===== src/rtl/mux32_scan_ctrl.sv =====
// Scan controller for an external 32:1 mux: walks the enabled channels in
// ascending order, lets each settle for dwell cycles, then captures mux_out.
module mux32_scan_ctrl #(
  parameter int DWELL_W = 4
) (
  input  logic               clk,
  input  logic               rst_n,
  input  logic               start,
  input  logic               abort,
  input  logic [31:0]        mask,
  input  logic [DWELL_W-1:0] dwell,
  input  logic               mux_out,
  output logic [4:0]         sel,
  output logic               busy,
  output logic               done,
  output logic [31:0]        sample_vec
);

  typedef enum logic [1:0] {
    IDLE = 2'd0,
    SCAN = 2'd1,
    DONE = 2'd2
  } state_t;

  state_t               state_q;
  logic [4:0]           sel_q;
  logic [DWELL_W-1:0]   cnt_q;
  logic [31:0]          mask_q;
  logic [DWELL_W-1:0]   dwell_q;
  logic                 busy_q;
  logic                 done_q;
  logic [31:0]          sampleVec_q;

  logic [4:0]           firstSel_d;
  logic [4:0]           nextSel_d;
  logic                 nextFound_d;

  // Lowest set bit of the live mask, and next set bit above sel in the latched mask.
  always_comb begin
    firstSel_d  = '0;
    nextSel_d   = '0;
    nextFound_d = 1'b0;
    for (int i = 31; i >= 0; i--) begin
      if (mask[i]) begin
        firstSel_d = 5'(i);
      end
      if (mask_q[i] && (i > int'(sel_q))) begin
        nextSel_d   = 5'(i);
        nextFound_d = 1'b1;
      end
    end
  end

  always_ff @(posedge clk or negedge rst_n) begin
    if (!rst_n) begin
      state_q     <= IDLE;
      sel_q       <= '0;
      cnt_q       <= '0;
      mask_q      <= '0;
      dwell_q     <= '0;
      busy_q      <= 1'b0;
      done_q      <= 1'b0;
      sampleVec_q <= '0;
    end else begin
      case (state_q)
        IDLE: begin
          done_q <= 1'b0;
          busy_q <= 1'b0;
          if (start) begin
            mask_q  <= mask;
            dwell_q <= dwell;
            if (mask != 32'd0) begin
              state_q <= SCAN;
              sel_q   <= firstSel_d;
              cnt_q   <= dwell;
              busy_q  <= 1'b1;
            end else begin
              state_q <= DONE;
              done_q  <= 1'b1;
            end
          end
        end
        SCAN: begin
          // Abort wins over the capture that would otherwise happen this edge.
          if (abort) begin
            state_q <= IDLE;
            busy_q  <= 1'b0;
          end else if (cnt_q != '0) begin
            cnt_q <= cnt_q - DWELL_W'(1);
          end else begin
            sampleVec_q[sel_q] <= mux_out;
            cnt_q              <= dwell_q;
            if (nextFound_d) begin
              sel_q <= nextSel_d;
            end else begin
              state_q <= DONE;
              busy_q  <= 1'b0;
              done_q  <= 1'b1;
            end
          end
        end
        DONE: begin
          state_q <= IDLE;
          done_q  <= 1'b0;
          busy_q  <= 1'b0;
        end
        default: begin
          state_q <= IDLE;
          busy_q  <= 1'b0;
          done_q  <= 1'b0;
        end
      endcase
    end
  end

  assign sel        = sel_q;
  assign busy       = busy_q;
  assign done       = done_q;
  assign sample_vec = sampleVec_q;

endmodule


===== config.mk =====
export PLATFORM = sky130hd
export DESIGN_NAME = mux32_scan_ctrl
export DESIGN_NICKNAME = d
export VERILOG_FILES = /design/src/rtl/mux32_scan_ctrl.sv
export SDC_FILE = /design/constraint.sdc
export NUM_CORES = 1
export LEC_CHECK = 0
export ABC_CLOCK_PERIOD_IN_PS = 2300
export CORE_ASPECT_RATIO = 0.5
export CORE_MARGIN = 2
export CORE_UTILIZATION = 54
export DETAILED_ROUTE_END_ITERATION = 10
export HOLD_SLACK_MARGIN = 0.08
export PLACE_DENSITY = 0.78
export SLEW_MARGIN = 25
export SYNTH_ARGS = -nofsm -noshare
export SYNTH_HDL_FRONTEND = slang
export SYNTH_SLANG_ARGS = --single-unit

===== constraint.sdc =====
create_clock -name clk -period 2.3 [get_ports clk]
set_input_delay 0.23 -clock clk [delete_from_list [all_inputs] [get_ports clk]]
set_output_delay 0.23 -clock clk [all_outputs]
set_load 0.05 [all_outputs]

==> flow_results.xml, run 1 <==
<?xml version="1.0" encoding="UTF-8"?>
<metrics>
  <group name="outcome">
    <metric name="run_status" unit="">complete, no violations</metric>
  </group>
  <group name="floorplanning">
    <metric name="floorplan.core_area" unit="sq um">8230</metric>
    <metric name="initial_standard_cell_utilization_of_the_core" unit="%">57.0</metric>
    <metric name="floorplan.rows" unit="">23</metric>
    <metric name="die_h" unit="um">69.9</metric>
    <metric name="pin_count" unit="">80</metric>
    <metric name="floorplan.die.width" unit="um">136</metric>
    <metric name="dieArea" unit="sq um">9500</metric>
  </group>
  <group name="cts">
    <metric name="cts_max_level" unit="">3</metric>
    <metric name="insertion_delay" unit="ns">0.35</metric>
    <metric name="numClockSinks" unit="">80</metric>
    <metric name="tritoncts" unit="">built</metric>
    <metric name="ctsRootBufferMaster" unit="">sky130_fd_sc_hd__clkbuf_16</metric>
    <metric name="clk_path_buf_depth" unit="">2</metric>
    <metric name="clkSlewWorstSetupHoldPaths" unit="ns">0.06</metric>
    <metric name="cts-buffers-inserted" unit="">9</metric>
  </group>
  <group name="setup_path">
    <metric name="critPathLaunchType" unit="">flop</metric>
    <metric name="setup.worst_path.class" unit="">flop to primary output</metric>
    <metric name="crit_end_category" unit="">primary output</metric>
    <metric name="worst-endpoint-arrival" unit="ns">1.98</metric>
    <metric name="required_time_of_the_critical_path" unit="ns">2.07</metric>
    <metric name="critical_path.max_fanout" unit="">7</metric>
  </group>
  <group name="timing">
    <metric name="unrepaired_setup_endpoints_after_global_routing" unit="">no</metric>
    <metric name="hold_violations" unit="">0</metric>
    <metric name="achievable-frequency" unit="GHz">0.452</metric>
    <metric name="count_of_endpoints_failing_setup_in_the_final_report" unit="">0</metric>
    <metric name="clock_skew" unit="ns">0.00684</metric>
    <metric name="final_max_slew_viol_count" unit="">0</metric>
    <metric name="final_critical_path_setup_slack" unit="ns">0.0882</metric>
    <metric name="finalWorstPathRequiredPeriod" unit="ns">2.21</metric>
    <metric name="max-slew-margin-rel" unit="%">58.7</metric>
    <metric name="fin_crit_sh" unit="%">96.2</metric>
    <metric name="worstMarginPinSlew" unit="ns">0.620</metric>
  </group>
  <group name="yosys">
    <metric name="yosysSeqAreaShare" unit="%">42.6</metric>
    <metric name="yosysUniqueCellTypes" unit="">68</metric>
    <metric name="syn-num-nets" unit="">593</metric>
    <metric name="synthesis.area" unit="sq um">4690</metric>
    <metric name="synth-edff-count" unit="">0</metric>
    <metric name="syn-mean-instance-area" unit="sq um">8.52</metric>
    <metric name="register_bit_total_from_synthesis" unit="">80</metric>
    <metric name="dominantRegCellSynth" unit="">sky130_fd_sc_hd__dfrtp_1</metric>
    <metric name="post_synth_inst_count" unit="">551</metric>
    <metric name="async_flop_share" unit="%">100</metric>
    <metric name="yosysWarnings" unit="">0</metric>
  </group>
  <group name="final_layout">
    <metric name="layoutNonFillerInstCount" unit="">822</metric>
    <metric name="design.final.nets" unit="">747</metric>
    <metric name="nFillCells" unit="">567</metric>
    <metric name="num_antenna_cells" unit="">0</metric>
    <metric name="drive_gt1_share" unit="%">23.8</metric>
    <metric name="area_of_the_multi_input_gates" unit="sq um">2570</metric>
    <metric name="synthToLayoutAreaGrowth" unit="%">40.8</metric>
    <metric name="ff_latch_area" unit="sq um">2010</metric>
  </group>
  <group name="detailed_routing">
    <metric name="routed_wirelength" unit="um">15600</metric>
    <metric name="wl_per_cell" unit="um">18.9</metric>
    <metric name="vias_per_cell" unit="">6.10</metric>
    <metric name="drt.antenna.violating_nets" unit="">0</metric>
    <metric name="drt_pass1_iterations" unit="">6</metric>
    <metric name="routed-via-count" unit="">5018</metric>
    <metric name="first_iter_violations" unit="">374</metric>
    <metric name="remaining_drc_errors" unit="">0</metric>
  </group>
  <group name="hold_path">
    <metric name="tightest_hold_check_type" unit="">input port to async pin</metric>
  </group>
  <group name="flow_run">
    <metric name="drv_cap" unit="">0</metric>
  </group>
  <group name="pwr">
    <metric name="power.share.sequential" unit="%">28.6</metric>
    <metric name="net-switching-power" unit="mW">2.99</metric>
    <metric name="power_density" unit="nW/um^2">1070</metric>
    <metric name="comb_power_share" unit="%">49.3</metric>
    <metric name="clockPowerShare" unit="%">22.1</metric>
    <metric name="sw_frac_of_total" unit="%">42.2</metric>
    <metric name="vdd_ir_drop_max" unit="uV">569</metric>
    <metric name="internal_pwr_total" unit="mW">4.10</metric>
    <metric name="power_leakage" unit="nW">2.99</metric>
  </group>
  <group name="grt">
    <metric name="gr-usage-all-layers" unit="%">33.7</metric>
    <metric name="first_global_vias" unit="">4602</metric>
    <metric name="antenna_violations_before_repair" unit="">0</metric>
    <metric name="grt_pass1_wl" unit="um">24400</metric>
    <metric name="gr-total-overflow" unit="">0</metric>
    <metric name="largest_net_degree_at_the_start_of_global_routing" unit="">46</metric>
  </group>
  <group name="placed_design">
    <metric name="port_buffers" unit="">79</metric>
    <metric name="placed_cells_incl_taps" unit="">800</metric>
    <metric name="dp.final_hpwl" unit="um">11600</metric>
    <metric name="gpl_wtd_cong" unit="">0.944</metric>
    <metric name="pre_cts_ws" unit="ns">-0.186</metric>
  </group>
</metrics>
-- flip-flops by register name, summed over array words and instances, names as in the netlist --
register	cells
sample_vec	32
done	1
dwell_q	4
state_q	2
busy	1
sel	5
mask_q	31
cnt_q	4
-- path summary, 6_finish.rpt --
check | start | cells after the start | end | slack [ns]
max in group asynchronous | rst_n | 3 | sample_vec[31]$_DFFE_PN0P_ | 1.26
max | sel[0]$_DFFE_PN0P_ | 3 | sel[0] | 0.09
min reg2reg | dwell_q[1]$_DFFE_PN0P_ | 2 | dwell_q[1]$_DFFE_PN0P_ | 0.49
min in group clk | dwell[2] | 3 | dwell_q[2]$_DFFE_PN0P_ | 0.44
max reg2reg | sel[4]$_DFFE_PN0P_ | 7 | sel[2]$_DFFE_PN0P_ | 0.11
min | rst_n | 2 | mask_q[10]$_DFFE_PN0P_ | 0.42
-- repair_timing --
item                       4_1_cts  5_1_grt
buffers inserted                 0        5
gates resized for setup          1       15
setup endpoints to repair        4       19
hold buffers                     1        0
hold endpoints to repair        44        0
pin swaps                        0        3
-- cell families after synthesis --
kind of cell | synth area share, %
AND/OR/NAND/NOR | 26.4
multiplexers | 8.21
adder cells (fa/ha/maj) | 0.480
flip-flops | 42.6
AO/OA/AOI/OAI | 18.3
buffers and inverters | 4.00
-- cells in the final DEF, fill, tap and decap left out, types with 4 or more instances in the layout --
cell	count
sky130_fd_sc_hd__nand2_1	136
sky130_fd_sc_hd__buf_4	85
sky130_fd_sc_hd__clkdlybuf4s50_1	78
sky130_fd_sc_hd__dfrtp_1	76
sky130_fd_sc_hd__nor2_1	36
sky130_fd_sc_hd__o21ai_0	35
sky130_fd_sc_hd__mux2_2	31
sky130_fd_sc_hd__a21oi_1	20
sky130_fd_sc_hd__inv_1	15
sky130_fd_sc_hd__nand3_1	15
sky130_fd_sc_hd__nor3_1	13
sky130_fd_sc_hd__nand2b_1	10
sky130_fd_sc_hd__nor4_1	9
sky130_fd_sc_hd__clkbuf_16	9
sky130_fd_sc_hd__o211ai_1	8
sky130_fd_sc_hd__nor2b_1	8
sky130_fd_sc_hd__a31oi_1	8
sky130_fd_sc_hd__or4_1	7
sky130_fd_sc_hd__a211oi_1	6
sky130_fd_sc_hd__o31ai_1	5
sky130_fd_sc_hd__nor2_2	4
sky130_fd_sc_hd__nand4_1	4
sky130_fd_sc_hd__dfrtp_2	4
-- Yosys cell counts, types with 3 or more instances --
cell type | instances | area [sq um]
sky130_fd_sc_hd__a211oi_1 | 6 | 45.0
sky130_fd_sc_hd__a21oi_1 | 21 | 105
sky130_fd_sc_hd__a221oi_1 | 3 | 26.3
sky130_fd_sc_hd__a31oi_1 | 8 | 50.1
sky130_fd_sc_hd__and2_1 | 3 | 18.8
sky130_fd_sc_hd__buf_2 | 6 | 30.0
sky130_fd_sc_hd__buf_4 | 5 | 37.5
sky130_fd_sc_hd__clkbuf_1 | 14 | 52.6
sky130_fd_sc_hd__dfrtp_1 | 80 | 2000
sky130_fd_sc_hd__inv_1 | 15 | 56.3
sky130_fd_sc_hd__mux2_2 | 31 | 349
sky130_fd_sc_hd__nand2_1 | 137 | 514
sky130_fd_sc_hd__nand2b_1 | 10 | 62.6
sky130_fd_sc_hd__nand3_1 | 15 | 75.1
sky130_fd_sc_hd__nand4_1 | 4 | 25.0
sky130_fd_sc_hd__nor2_1 | 40 | 150
sky130_fd_sc_hd__nor2b_1 | 8 | 50.1
sky130_fd_sc_hd__nor3_1 | 13 | 65.1
sky130_fd_sc_hd__nor3_2 | 3 | 30.0
sky130_fd_sc_hd__nor4_1 | 10 | 62.6
sky130_fd_sc_hd__o211ai_1 | 8 | 60.1
sky130_fd_sc_hd__o21ai_0 | 35 | 175
sky130_fd_sc_hd__o21ai_1 | 4 | 20.0
sky130_fd_sc_hd__o221ai_1 | 3 | 26.3
sky130_fd_sc_hd__o22ai_1 | 3 | 18.8
sky130_fd_sc_hd__o31ai_1 | 6 | 45.0
sky130_fd_sc_hd__or4_1 | 7 | 52.6
-- critical path, cell delays in order (launching register included) --
cell and delay [ns]:
sky130_fd_sc_hd__dfrtp_2 0.46, sky130_fd_sc_hd__buf_4 0.20, sky130_fd_sc_hd__buf_4 0.15, sky130_fd_sc_hd__clkdlybuf4s50_1 0.83
-- stage by stage --
| step | util [%] | area [sq um] | total power [mW] | hold slack, ns | setup TNS, ns |
|---|---|---|---|---|---|
| global route | 80.3 | 6610 | 7.44 | 0.472 | 0 |
| detailed placement | 75.0 | 6170 | 5.27 | 0.271 | -1.34 |
| CTS | 79.1 | 6510 | 6.85 | 0.444 | 0 |
| finish | 80.3 | 6610 | 7.10 | 0.424 | 0 |
| global placement | 75.0 | 6170 | 5.21 | 0.270 | -0.855 |
| floorplan | - | 4700 | 3.90 | -0.0656 | 0 |
-- power groups by stage --
| stage | Combinational [mW] | Sequential, mW | Clock (mW) |
|---|---|---|---|
| after floorplan | 1.61 | 2.29 | 0 |
| after global placement | 3.18 | 2.03 | 0 |
| after detailed placement | 3.23 | 2.04 | 0 |
| after CTS | 3.27 | 2.02 | 1.57 |
| after global routing | 3.74 | 2.06 | 1.64 |
| final | 3.50 | 2.03 | 1.57 |
-- layer usage --
layer | track usage (%) | vias up | wire (um) | part of all wire, %
met3 | 11.2 | 38 | 1860 | 12
met4 | 9.49 | 0 | 328 | 2.1
met1 | 48.9 | 2372 | 6920 | 44
met2 | 47.9 | 320 | 6470 | 42
met5 | 0 | - | 0 | 0
li1 | - | 2288 | - | -
-- cell type report --
type	count	share of cell area, %
Inverter	17	0.965
Sequential cell	80	30.4
Clock buffer	11	3.67
Multi-Input combinational cell	428	38.9
Timing Repair Buffer	169	22.8
Tap cell	112	2.12
Clock inverter	5	1.21
Power figures use the tool's default switching activity.
==> inputs of run 2 (changes only) <==
--- a/config.mk
+++ b/config.mk
@@ -6,6 +6,7 @@
 export NUM_CORES = 1
 export LEC_CHECK = 0
 export ABC_CLOCK_PERIOD_IN_PS = 2300
+export CAP_MARGIN = 20
 export CORE_ASPECT_RATIO = 0.5
 export CORE_MARGIN = 2
 export CORE_UTILIZATION = 54
==> results of run 2 <==
Final layout, timing and power as in run 1 (identical DEF).
